File: src/rtl/mmio_timer_periph_pkg.sv
// Shared constants and types for the MMIO timer peripheral: register offsets,
// TCON bit positions, default window base and the per-register write select.
package mmio_timer_periph_pkg;

  localparam logic [31:0] DEFAULT_BASE_ADDR = 32'h4000_0000;
  localparam int          DEFAULT_TICK_W    = 32;

  localparam logic [2:0] OFF_TH      = 3'd0;
  localparam logic [2:0] OFF_TL      = 3'd1;
  localparam logic [2:0] OFF_TCON    = 3'd2;
  localparam logic [2:0] OFF_LED     = 3'd3;
  localparam logic [2:0] OFF_DIGI    = 3'd4;
  localparam logic [2:0] OFF_SYSTICK = 3'd5;

  localparam int TCON_EN = 0;
  localparam int TCON_IE = 1;
  localparam int TCON_IS = 2;

  // One-hot store select produced by the address decoder.
  typedef struct packed {
    logic th;
    logic tl;
    logic tcon;
    logic led;
    logic digi;
  } wr_sel_t;

  // The window is 32 bytes, so only bits [31:5] take part in the match.
  function automatic logic addr_hit(input logic [31:0] addr, input logic [31:0] base);
    return addr[31:5] == base[31:5];
  endfunction

endpackage

File: src/rtl/mmio_timer_periph_if.sv
// Data-side load/store port between the single-cycle CPU and the MMIO peripheral.
interface mmio_timer_periph_if;

  // Strobe semantics: a store happens on every rising clk edge where MemWrite is
  // high and hit is high; a load is MemRead high, and Read_data is valid in the
  // same cycle. There is no backpressure: the peripheral is always ready.
  logic [31:0] Address;
  logic [31:0] Write_data;
  logic        MemRead;
  logic        MemWrite;
  logic [31:0] Read_data;
  logic        hit;

  modport master (
    output Address, Write_data, MemRead, MemWrite,
    input  Read_data, hit
  );

  modport slave (
    input  Address, Write_data, MemRead, MemWrite,
    output Read_data, hit
  );

endinterface

File: src/rtl/mmio_timer_core.sv
// Reloadable interval timer: TH (reload value), TL (counter) and TCON
// (enable / irq enable / irq status), with CPU writes taking priority.
module mmio_timer_core
  import mmio_timer_periph_pkg::*;
#(
  parameter int TICK_W = DEFAULT_TICK_W
) (
  input  logic              clk,
  input  logic              reset,
  input  logic              th_we,
  input  logic [TICK_W-1:0] th_wdata,
  input  logic              tl_we,
  input  logic [TICK_W-1:0] tl_wdata,
  input  logic              tcon_we,
  input  logic [2:0]        tcon_wdata,
  output logic [TICK_W-1:0] th,
  output logic [TICK_W-1:0] tl,
  output logic [2:0]        tcon
);

  logic overflow;

  assign overflow = tcon[TCON_EN] && (tl == '1);

  always_ff @(posedge clk or negedge reset) begin
    if (!reset) begin
      th   <= '0;
      tl   <= '0;
      tcon <= '0;
    end else begin
      // A TH store in a reload cycle only affects the following reload,
      // because TL samples the pre-edge TH value.
      if (th_we) th <= th_wdata;

      if (tl_we) begin
        tl <= tl_wdata;
      end else if (tcon[TCON_EN]) begin
        tl <= overflow ? th : tl + TICK_W'(1);
      end

      // A TCON store in an overflow cycle must not swallow the new interrupt
      // if the stored value keeps interrupts enabled.
      if (tcon_we) begin
        tcon <= {tcon_wdata[TCON_IS] | (overflow & tcon_wdata[TCON_IE]),
                 tcon_wdata[TCON_IE:TCON_EN]};
      end else if (overflow && tcon[TCON_IE]) begin
        tcon[TCON_IS] <= 1'b1;
      end
    end
  end

endmodule

File: src/rtl/mmio_timer_periph.sv
// MMIO peripheral: address decode, combinational read mux, LED/DIGI registers,
// free-running SYSTICK, and the interval timer core.
module mmio_timer_periph
  import mmio_timer_periph_pkg::*;
#(
  parameter logic [31:0] BASE_ADDR = DEFAULT_BASE_ADDR,
  parameter int          TICK_W    = DEFAULT_TICK_W
) (
  input  logic                clk,
  input  logic                reset,
  mmio_timer_periph_if.slave  bus,
  output logic                irq,
  output logic [7:0]          led,
  output logic [11:0]         digi
);

  logic [2:0]        offset;
  logic              addr_lsb_unused;
  wr_sel_t           wr_sel;
  logic [TICK_W-1:0] th;
  logic [TICK_W-1:0] tl;
  logic [2:0]        tcon;
  logic [TICK_W-1:0] systick;
  logic [31:0]       rdata;

  assign bus.hit         = addr_hit(bus.Address, BASE_ADDR);
  assign offset          = bus.Address[4:2];
  assign addr_lsb_unused = ^bus.Address[1:0];

  always_comb begin
    wr_sel = '0;
    if (bus.hit && bus.MemWrite) begin
      case (offset)
        OFF_TH:   wr_sel.th   = 1'b1;
        OFF_TL:   wr_sel.tl   = 1'b1;
        OFF_TCON: wr_sel.tcon = 1'b1;
        OFF_LED:  wr_sel.led  = 1'b1;
        OFF_DIGI: wr_sel.digi = 1'b1;
        default:  wr_sel      = '0;
      endcase
    end
  end

  mmio_timer_core #(
    .TICK_W (TICK_W)
  ) u_core (
    .clk        (clk),
    .reset      (reset),
    .th_we      (wr_sel.th),
    .th_wdata   (TICK_W'(bus.Write_data)),
    .tl_we      (wr_sel.tl),
    .tl_wdata   (TICK_W'(bus.Write_data)),
    .tcon_we    (wr_sel.tcon),
    .tcon_wdata (bus.Write_data[2:0]),
    .th         (th),
    .tl         (tl),
    .tcon       (tcon)
  );

  assign irq = tcon[TCON_IS];

  always_ff @(posedge clk or negedge reset) begin
    if (!reset) begin
      led     <= '0;
      digi    <= '0;
      systick <= '0;
    end else begin
      systick <= systick + TICK_W'(1);
      if (wr_sel.led)  led  <= bus.Write_data[7:0];
      if (wr_sel.digi) digi <= bus.Write_data[11:0];
    end
  end

  // Loads see pre-edge register values, so a load+store pair returns old data.
  always_comb begin
    rdata = '0;
    case (offset)
      OFF_TH:      rdata = 32'(th);
      OFF_TL:      rdata = 32'(tl);
      OFF_TCON:    rdata = {29'd0, tcon};
      OFF_LED:     rdata = {24'd0, led};
      OFF_DIGI:    rdata = {20'd0, digi};
      OFF_SYSTICK: rdata = 32'(systick);
      default:     rdata = '0;
    endcase
  end

  assign bus.Read_data = (bus.hit && bus.MemRead) ? rdata : 32'h0;

endmodule

File: src/flat_wrapper.sv
// flat-port wrapper written by rule: the top's interface ports become plain ports
module mmio_timer_periph_flat import mmio_timer_periph_pkg::*;
#(
  parameter logic [31:0] BASE_ADDR = DEFAULT_BASE_ADDR,
  parameter int          TICK_W    = DEFAULT_TICK_W
)
  (clk, reset, irq, led, digi, bus_Address, bus_Write_data, bus_MemRead, bus_MemWrite, bus_Read_data, bus_hit);
  mmio_timer_periph_if bus_i ();
  input  logic clk;
  input  logic reset;
  output logic irq;
  output logic [7:0] led;
  output logic [11:0] digi;
  input wire logic [$bits(bus_i.Address)-1:0] bus_Address;
  input wire logic [$bits(bus_i.Write_data)-1:0] bus_Write_data;
  input wire logic [$bits(bus_i.MemRead)-1:0] bus_MemRead;
  input wire logic [$bits(bus_i.MemWrite)-1:0] bus_MemWrite;
  output wire logic [$bits(bus_i.Read_data)-1:0] bus_Read_data;
  output wire logic [$bits(bus_i.hit)-1:0] bus_hit;
  assign bus_i.Address = bus_Address;
  assign bus_i.Write_data = bus_Write_data;
  assign bus_i.MemRead = bus_MemRead;
  assign bus_i.MemWrite = bus_MemWrite;
  assign bus_Read_data = bus_i.Read_data;
  assign bus_hit = bus_i.hit;
  mmio_timer_periph #(.BASE_ADDR(BASE_ADDR), .TICK_W(TICK_W)) u_core (.clk(clk), .reset(reset), .bus(bus_i), .irq(irq), .led(led), .digi(digi));
endmodule
File: config.mk
export PLATFORM = sky130hd
export DESIGN_NAME = mmio_timer_periph_flat
export DESIGN_NICKNAME = d
export VERILOG_FILES = /design/src/rtl/mmio_timer_periph_pkg.sv /design/src/rtl/mmio_timer_periph_if.sv /design/src/rtl/mmio_timer_core.sv /design/src/rtl/mmio_timer_periph.sv /design/src/flat_wrapper.sv
export SDC_FILE = /design/constraint.sdc
export NUM_CORES = 1
export LEC_CHECK = 0
export ABC_AREA = 1
export BUFFER_PORTS_ARGS = -buffer_cell sky130_fd_sc_hd__buf_2
export CAP_MARGIN = 20
export CORE_UTILIZATION = 33
export DETAILED_ROUTE_END_ITERATION = 12
export GPL_ROUTABILITY_DRIVEN = 0
export PLACE_DENSITY = 0.51
export SETUP_SLACK_MARGIN = 0.4
export SYNTH_ARGS = -nofsm -noshare
export SYNTH_HDL_FRONTEND = slang
export SYNTH_SLANG_ARGS = --single-unit
File: constraint.sdc
create_clock -name clk -period 1.95 [get_ports clk]
set_clock_uncertainty 0.1 [all_clocks]
set_input_delay 0.195 -clock clk [delete_from_list [all_inputs] [get_ports clk]]
set_output_delay 0.195 -clock clk [all_outputs]
set_load 0.05 [all_outputs]
# Yosys cells after proc, flatten, opt, wreduce, memory -nomap -nowiden
# Index checks and enable logic that the tools add are counted.
# op_classes
bitwise_logic,2
mux,13
n_addsub,2
eq_ne,7
reduce_logical,7
# op_table
operator,count
case mux 32 bit (6 select lines),1
two-way mux 32 bit,4
adder 32 x 1 -> 32 bit (second input constant),2
equality test 32 bit (second input constant),1
equality test 27 x 26 -> 1 bit (second input constant),1
two-way mux 1 bit,7
equality test 3 x 2 -> 1 bit (second input constant),2
equality test 3 bit (second input constant),2
two-way mux 5 bit,1
logical AND 1 bit,4
nonzero test 2 bit,2
equality test 3 x 1 -> 1 bit (second input constant),1
logical NOT 3 bit,1
bitwise AND 1 bit,1
OR 1 bit,1
# word_totals
inputBits,68
elab_cells,38
output_inout_bits,54
reg_bits,119

# Depth between registers and ports, before layout
# Gate-level depths: netlist of run 1.
# logic_depth
ltp_word,5
mapped_depth,11
mapped_depth_nobuf,10

# By module
# Synthesis of run 1 repeated with hierarchy kept, for this count alone.
# unflattened
cells_unflattened,1103
hier_area_um2,7658.6
# modules_own_cells
mod,cells_per_inst,area_each_um2,seq_area_each_um2,instances
mmio_timer_core,578,4164.0,1676.6,1
mmio_timer_periph,525,3494.6,1301.2,1

# Worst setup path before layout of run 1
# Ideal clock, no wire load.
# synth_timing
path_type,input -> output
startpoint,input port bus_Address[28]
endpoint,output port bus_Read_data[26]
required_ns,1.655
stages,8
n_path_buf,1
arrival_time_ns,1.897
path_slack_ns,-0.242
cell_sequence,nor2_1 > nand2_1 > nor2_1 > nand2_1 > nor2_4 > o211ai_1 > buf_2 > a31oi_1
# synth_via
elab_chain_cells,3
# synth_lines
item,line_no,text
from (decl),flat_wrapper.sv:14,input wire logic [$bits(bus_i.Address)-1:0] bus_Address;
equality test 27 x 26 -> 1 bit,mmio_timer_periph_pkg.sv:30,return addr[31:5] == base[31:5];
logical AND 1 bit,mmio_timer_periph.sv:88,assign bus.Read_data = (bus.hit && bus.MemRead) ? rdata : 32'h0;
two-way mux 32 bit,mmio_timer_periph.sv:88,
to (decl),flat_wrapper.sv:18,output wire logic [$bits(bus_i.Read_data)-1:0] bus_Read_data;
# No other way between the ends.

# Final worst setup path of run 1
# layout_timing
startpoint,input port bus_Address[5]
endpoint,output port bus_Read_data[31]
# Same word-level chain as after synthesis.

==> results.cfg, run 1 <==
[floorplan]
die_h_um = 154.5
core_area_um2 = 22710
rows = 55
io_pins = 122
chipWidth_um = 154.5
initial_core_util_pct = 33.80
die-area_um2 = 23870

[grt]
grt_max_degree = 58
grt_pass1_wl_mm = 49.26
grt_pass1_vias = 8687
antenna_found_initial = 0
gr-total-overflow = 0
globalRouteTotalUtil_pct = 27.23

[yosys]
synth_top_area_share_pct = 38.80
syn-num-nets = 1187
synth.largest_area_cell = dfrtp_1
yosys_register_bits = 119
yosys.cell_types.count = 37
yosysWarningCount = 0
netlist_area_um2 = 7675
syn_area_per_cell_um2 = 6.871
synth_area_leaders = dfrtp_1, nand2_1, nand3_1, inv_1, nand4_1
ys_seq_area_share_pct = 38.80
synth_cells = 1117

[sta]
relSlewSlack_pct = 71.33
hold_viol = 0
grt_setup_unrepaired = yes
period_share_pct = 102.4
holdWs_ps = 133.2
layout_min_cycle_time_ps = 1996
drv_slew = 0
fmax_mhz = 501.0
worst_pin_slew_ps = 430.1
setup_slack_ps = -46.03
finalSetupTns_ps = -225.6
setup_violations = 13

[layout]
regArea_um2 = 2992
nFillCells = 1986
layout-drive-gt1-share_pct = 43.45
post-route-util_pct = 58.71
multiInputGateArea_um2 = 5580
nets = 1507
num_antenna_cells = 0
syn2layout_area_growth_pct = 73.72

[setup_path]
path_max_fanout = 5
worstSetupStartpoint = bus_Address[5]
path_class = input pin to output pin
crit_required_ps = 1650
arrival_ps = 1700
end_kind = output pin
reg2reg_from = u_core.u_core.tl[1]
startpoint_type = input pin

[drt]
vias_per_cell = 5.264
drt-pass1-iter-count = 7
drt_wl_total_mm = 33.92
detail-route-antenna-nets = 0
first_iter_violations = 700
drc = 0
vias = 9133
wl_per_cell_um = 19.55

[clock_network]
insertion_delay_ps = 430
clockRootBuffer = clkbuf_16
clockBufferDepth = 2
cts-buffers-inserted = 17
cts_tree = built
clock_sinks = 119
cts_max_level = 4
cts.clk_slew.worst_paths_ps = 60

[run]
maxCapViolCount = 0

[power_and_ir_drop]
power.total_mw = 6.193
ir_worst_vdd_v = 0.0004181
powerDensity_nw_per_um2 = 464.5
p_leak_nw = 6.101

[placed_design]
port_buffers = 119
hpwl_mm = 22.42

[min_path]
hold_path_class = input pin to asynchronous set/reset pin

[run_status]
violations = negative setup slack
status = finished, violations left
[synth_stat cells]
cell	instances
buf_6	6
o21bai_1	1
ha_1	2
a31oi_1	27
buf_4	1
and2_0	1
a21oi_1	7
buf_1	4
nor2_1	103
nand4_1	66
nand3b_1	4
nor2_2	5
nand3_2	3
clkbuf_1	17
nand2_1	360
nor3_1	15
nand3_1	99
o211ai_1	1
buf_2	19
nor4_1	1
a22oi_1	2
nor3b_1	1
o22ai_1	2
nand2_4	1
xnor2_1	12
xor2_1	29
nand2_2	4
nor2_4	6
o21ai_1	36
inv_2	6
a221oi_1	3
inv_1	110
dfrtp_1	119
clkinv_1	2
o21ai_0	38
o21bai_2	1
nor3_2	3
[per-layer routing]
| metal | wire [µm] | GRT usage (%) | share of wire, % | vias to the layer above |
|---|---|---|---|---|
| met5 | 0 | 0 | 0 | - |
| met4 | 952 | 9.807 | 2.8 | 0 |
| met3 | 1733 | 3.923 | 5.1 | 49 |
| met2 | 16510 | 45.38 | 49 | 351 |
| met1 | 14720 | 35.88 | 43 | 4422 |
| li1 | - | - | - | 4311 |
[layout make-up]
type / count / area share (%)
tap: 285 / 2.675
clock buffer: 17 / 3.191
clock inverter: 15 / 1.267
inverter: 118 / 3.491
sequential: 119 / 22.44
timing repair buffer: 346 / 25.08
multi-input combinational: 835 / 41.85
[critical path: stages]
cell	delay, ps
buf_6	90
nor2_2	80
nand2_1	60
nor2_1	110
nand2_1	100
nor2_4	140
o211ai_1	170
buf_4	220
buf_12	150
a31oi_4	180
buf_6	190
[through the flow]
stage,cells,setup slack [ps],cell area (µm²)
floorplan,1117,88.43,8222
global placement,1577,-64.78,9777
detailed placement,1577,-72.72,9777
CTS,1699,12.69,11960
global route,1735,-94.59,13330
finish,1735,-46.03,13330
[path summary, 6_finish.rpt]
check	endpoint	cells after the start	slack [ps]
worst max-delay path	bus_Read_data[31]	11	-50
worst min-delay path	u_core.digi[0]	2	130
max in group asynchronous	u_core.u_core.tl[27]	3	920
min in group clk	u_core.u_core.tcon[2]	5	200
worst min register to register	u_core.systick[31]	1	390
worst max register to register	u_core.u_core.tl[11]	12	10
[flip-flops by register name (all words and copies together), names as in the netlist]
register,cells
u_core.systick,32
u_core.u_core.tcon,3
u_core.led,8
u_core.digi,12
u_core.u_core.th,32
u_core.u_core.tl,32
[power by group]
group          leakage (nW)  switching (mW)  internal, mW  total, mW
logic                  4.33           0.264         0.202      0.466
registers              1.48       0.0000680          2.47       2.47
clock network         0.289            1.35          1.91       3.26
[cells by family (layout without fill, tap and decap cells)]
group	after synthesis	count (layout)	share of synthesized area (%)
AOI/OAI and AO/OA	118	118	8.526
xor gates and xnor gates	41	41	4.679
buffers and inverters	165	496	9.015
DFF	119	119	38.80
adders and majority gates	2	2	0.3260
and+or+nand+nor	672	674	38.65
[layout by cell type, fill, tap and decap left out, types with 33 or more instances in the layout]
master         synthesis  final
buf_6                  6     75
buf_4                  1    126
dlygate4sd3_1          0     33
dfrtp_1              119    108
nand2_2                4     57
nor2_1               103     63
buf_2                 19     69
nand2_1              360    284
nand4_1               66     66
nand3_1               99     77
inv_1                110     95
[repair_timing]
| item | CTS | global route |
|---|---|---|
| hold endpoints to repair | 153 | 0 |
| endpoints found under the setup margin | 83 | 139 |
| hold buffers | 33 | 0 |
| buffers inserted | 50 | 25 |
| pin swaps | 44 | 84 |
| gates resized for setup | 207 | 256 |
| gates cloned | 7 | 11 |
Power figures use the tool's default switching activity.
==> run 2: changes to the inputs <==
--- a/config.mk
+++ b/config.mk
@@ -5,14 +5,14 @@
 export SDC_FILE = /design/constraint.sdc
 export NUM_CORES = 1
 export LEC_CHECK = 0
-export ABC_AREA = 1
 export BUFFER_PORTS_ARGS = -buffer_cell sky130_fd_sc_hd__buf_2
 export CAP_MARGIN = 20
 export CORE_UTILIZATION = 33
 export DETAILED_ROUTE_END_ITERATION = 12
 export GPL_ROUTABILITY_DRIVEN = 0
-export PLACE_DENSITY = 0.51
+export PLACE_DENSITY = 0.52
 export SETUP_SLACK_MARGIN = 0.4
 export SYNTH_ARGS = -nofsm -noshare
 export SYNTH_HDL_FRONTEND = slang
+export SYNTH_HIERARCHICAL = 1
 export SYNTH_SLANG_ARGS = --single-unit
==> run 2 against run 1 <==
  * The flow still finishes with violations (negative setup slack)
  * Clock-buffer cell count rose by 7
  * Cell count fell by 26%
  * Design area fell by 7.0%
  * First-iteration DRC count fell by 25%
  * Area after synthesis fell by 6.6%
  * Highest routed layer unchanged
==> results.cfg, run 2 <==
[run_status]
status = finished, violations left
violations = negative setup slack

[yosys]
ys_top_cells_by_count = dfrtp_1, mux2_2, nor2_1
synth_edf_count = 0
netlist_area_um2 = 7166
yosysMostFrequentCell = dfrtp_1
synth.largest_area_cell = dfrtp_1
yosys.cell_types.count = 60
ys_seq_area_share_pct = 41.56
synth_top_area_share_pct = 41.56
yosys_register_bits = 119
synth_area_leaders = dfrtp_1, mux2_2, xnor2_1, a21oi_1, mux4_2
syn_area_per_cell_um2 = 10.34
syn-num-nets = 763
synth_cells = 693
synthArstFlopShare_pct = 100.0
synth_ff_type = dfrtp_1
yosysWarningCount = 6

[power_and_ir_drop]
p_leak_nw = 5.483
internal_power_mw = 4.925
seqPwrFrac_pct = 39.0
combPwrFrac_pct = 6.4
clkPwrFrac_pct = 54.6
p_switching_mw = 1.403
power.total_mw = 6.328
ir_worst_vdd_v = 0.0004861
powerDensity_nw_per_um2 = 510.3
swShare_pct = 22.17

[setup_path]
slowest_delay_ps = 510
cp_slowest_cell = or3_4
path_cells = buf_8, nor4_4, nand4_1, or3_4, buf_12, buf_12, nor2_4, buf_8
crit_required_ps = 1650
end_kind = output pin
path_class = input pin to output pin
arrival_ps = 1900
path_max_fanout = 6
startpoint_type = input pin

[layout]
top_regs = u_core/systick (32), u_core/u_core/th (32), u_core/u_core/tl (32)
nFillCells = 1714
num_antenna_cells = 0
nets = 1071
final_common_cell = dfrtp_1
final_cell_mix = dfrtp_1, buf_4, buf_6, buf_2, mux2_4
layout-drive-gt1-share_pct = 59.66
syn2layout_area_growth_pct = 73.04

[grt]
gr-total-overflow = 0
globalRouteTotalUtil_pct = 24.58
antenna_found_initial = 0
grt_pass1_wl_mm = 41.61
grt_max_degree = 50
grt_pass1_vias = 7483

[floorplan]
chipWidth_um = 149.4
initial_core_util_pct = 33.87
core_area_um2 = 21150
die-area_um2 = 22310
rows = 53
die_h_um = 149.4
io_pins = 122

[sta]
layout_min_cycle_time_ps = 2196
drv_slew = 0
setup_violations = 93
finalSetupTns_ps = -11420
worst_pin_slew_ps = 643.1
fmax_mhz = 455.4
grt_setup_unrepaired = yes
period_share_pct = 112.6
setup_slack_ps = -245.9
relSlewSlack_pct = 56.93
hold_viol = 0

[clock_network]
cts-buffers-inserted = 17
cts_max_level = 4
clockRootBuffer = clkbuf_16
cts_tree = built
cts.clk_slew.worst_paths_ps = 60
clock_sinks = 119
insertion_delay_ps = 430
clockBufferDepth = 2

[placed_design]
hpwl_mm = 17.24
port_buffers = 119

[drt]
first_iter_violations = 526
vias = 7041
drt-pass1-iter-count = 5
detail-route-antenna-nets = 0
wl_per_cell_um = 20.79
vias_per_cell = 5.462
drt_wl_total_mm = 26.80
drc = 0

[run]
maxCapViolCount = 0

[min_path]
hold_path_class = input pin to register
-- run 2: logic make-up after synthesis --
group                    Yosys count  share of synthesized area [%]
multiplexers                     103                          17.79
XOR/XNOR                          46                          5.623
AND/OR/NAND/NOR                  233                          19.42
AO/OA/AOI/OAI                    136                          11.49
flip-flops                       119                          41.56
buffers and inverters             54                          3.771
adder cells (fa/ha/maj)            2                         0.3492
-- run 2: layout make-up --
cell class | instances | area (µm²) | share of cell area [%]
multi-input cells | 521 | 5219 | 42.09
flip-flops and latches | 119 | 2995 | 24.16
inverters | 8 | 30.03 | 0.2422
clock inverters | 8 | 142.6 | 1.150
clock buffers | 24 | 491.7 | 3.966
well taps | 275 | 344.1 | 2.775
repair buffers | 334 | 3177 | 25.62
-- run 2: timing repair --
action                                  4_1_cts  5_1_grt
pin swaps                                    73       37
buffers inserted                             55       13
endpoints found under the hold margin       100        0
cloned                                        4        2
hold buffers                                 31        0
endpoints found under the setup margin      120      133
resized for setup                           246       77
-- run 2: worst max-delay path: cells and delay by family --
| family | cells | cell delay [ps] |
|---|---|---|
| AND/OR/NAND/NOR | 4 | 1110 |
| buffers and inverters | 4 | 580 |
-- run 2: path summary, 6_finish.rpt --
check                               startpoint                   end  slack, ps  cells past startpoint
min                          bus_Write_data[1]        u_core/digi[1]         30                      2
min in group asynchronous                reset  u_core/u_core/th[17]        190                      2
max                            bus_Address[17]     bus_Read_data[31]       -250                      8
max reg2reg                u_core/u_core/tl[1]  u_core/u_core/tl[29]       -220                      8
max in group asynchronous                reset        u_core/digi[2]        880                      3
min reg2reg                 u_core/systick[31]    u_core/systick[31]        370                      1
-- run 2: power by group through the flow --
stage	Combinational, mW	Sequential, mW	Clock [mW]
floorplan	0.101	2.52	0
global placement	0.311	2.51	0
detailed placement	0.316	2.51	0
CTS	0.394	2.47	3.49
global route	0.433	2.47	3.61
finish	0.405	2.47	3.45
-- run 2: layer usage --
layer / global-route usage [%] / up-vias / share of wire [%]
met4: 7.857 / 0 / 2.3
met2: 42.43 / 255 / 51
met1: 30.81 / 3536 / 43
met5: 0 / - / 0
li1: - / 3203 / -
met3: 4.465 / 47 / 4.6
-- run 2: per-stage QoR --
step | area (µm²) | worst slack, ps | cells | hold slack [ps] | utilization, %
floorplan | 7830 | -44.77 | 693 | -200.6 | -
global placement | 9409 | -288.2 | 1152 | 88.79 | 44.48
detailed placement | 9409 | -343.4 | 1152 | 103.0 | 44.48
CTS | 11850 | -214.7 | 1274 | 5.017 | 55.99
global route | 12400 | -306.7 | 1289 | 17.21 | 58.61
finish | 12400 | -245.9 | 1289 | 25.51 | 58.61
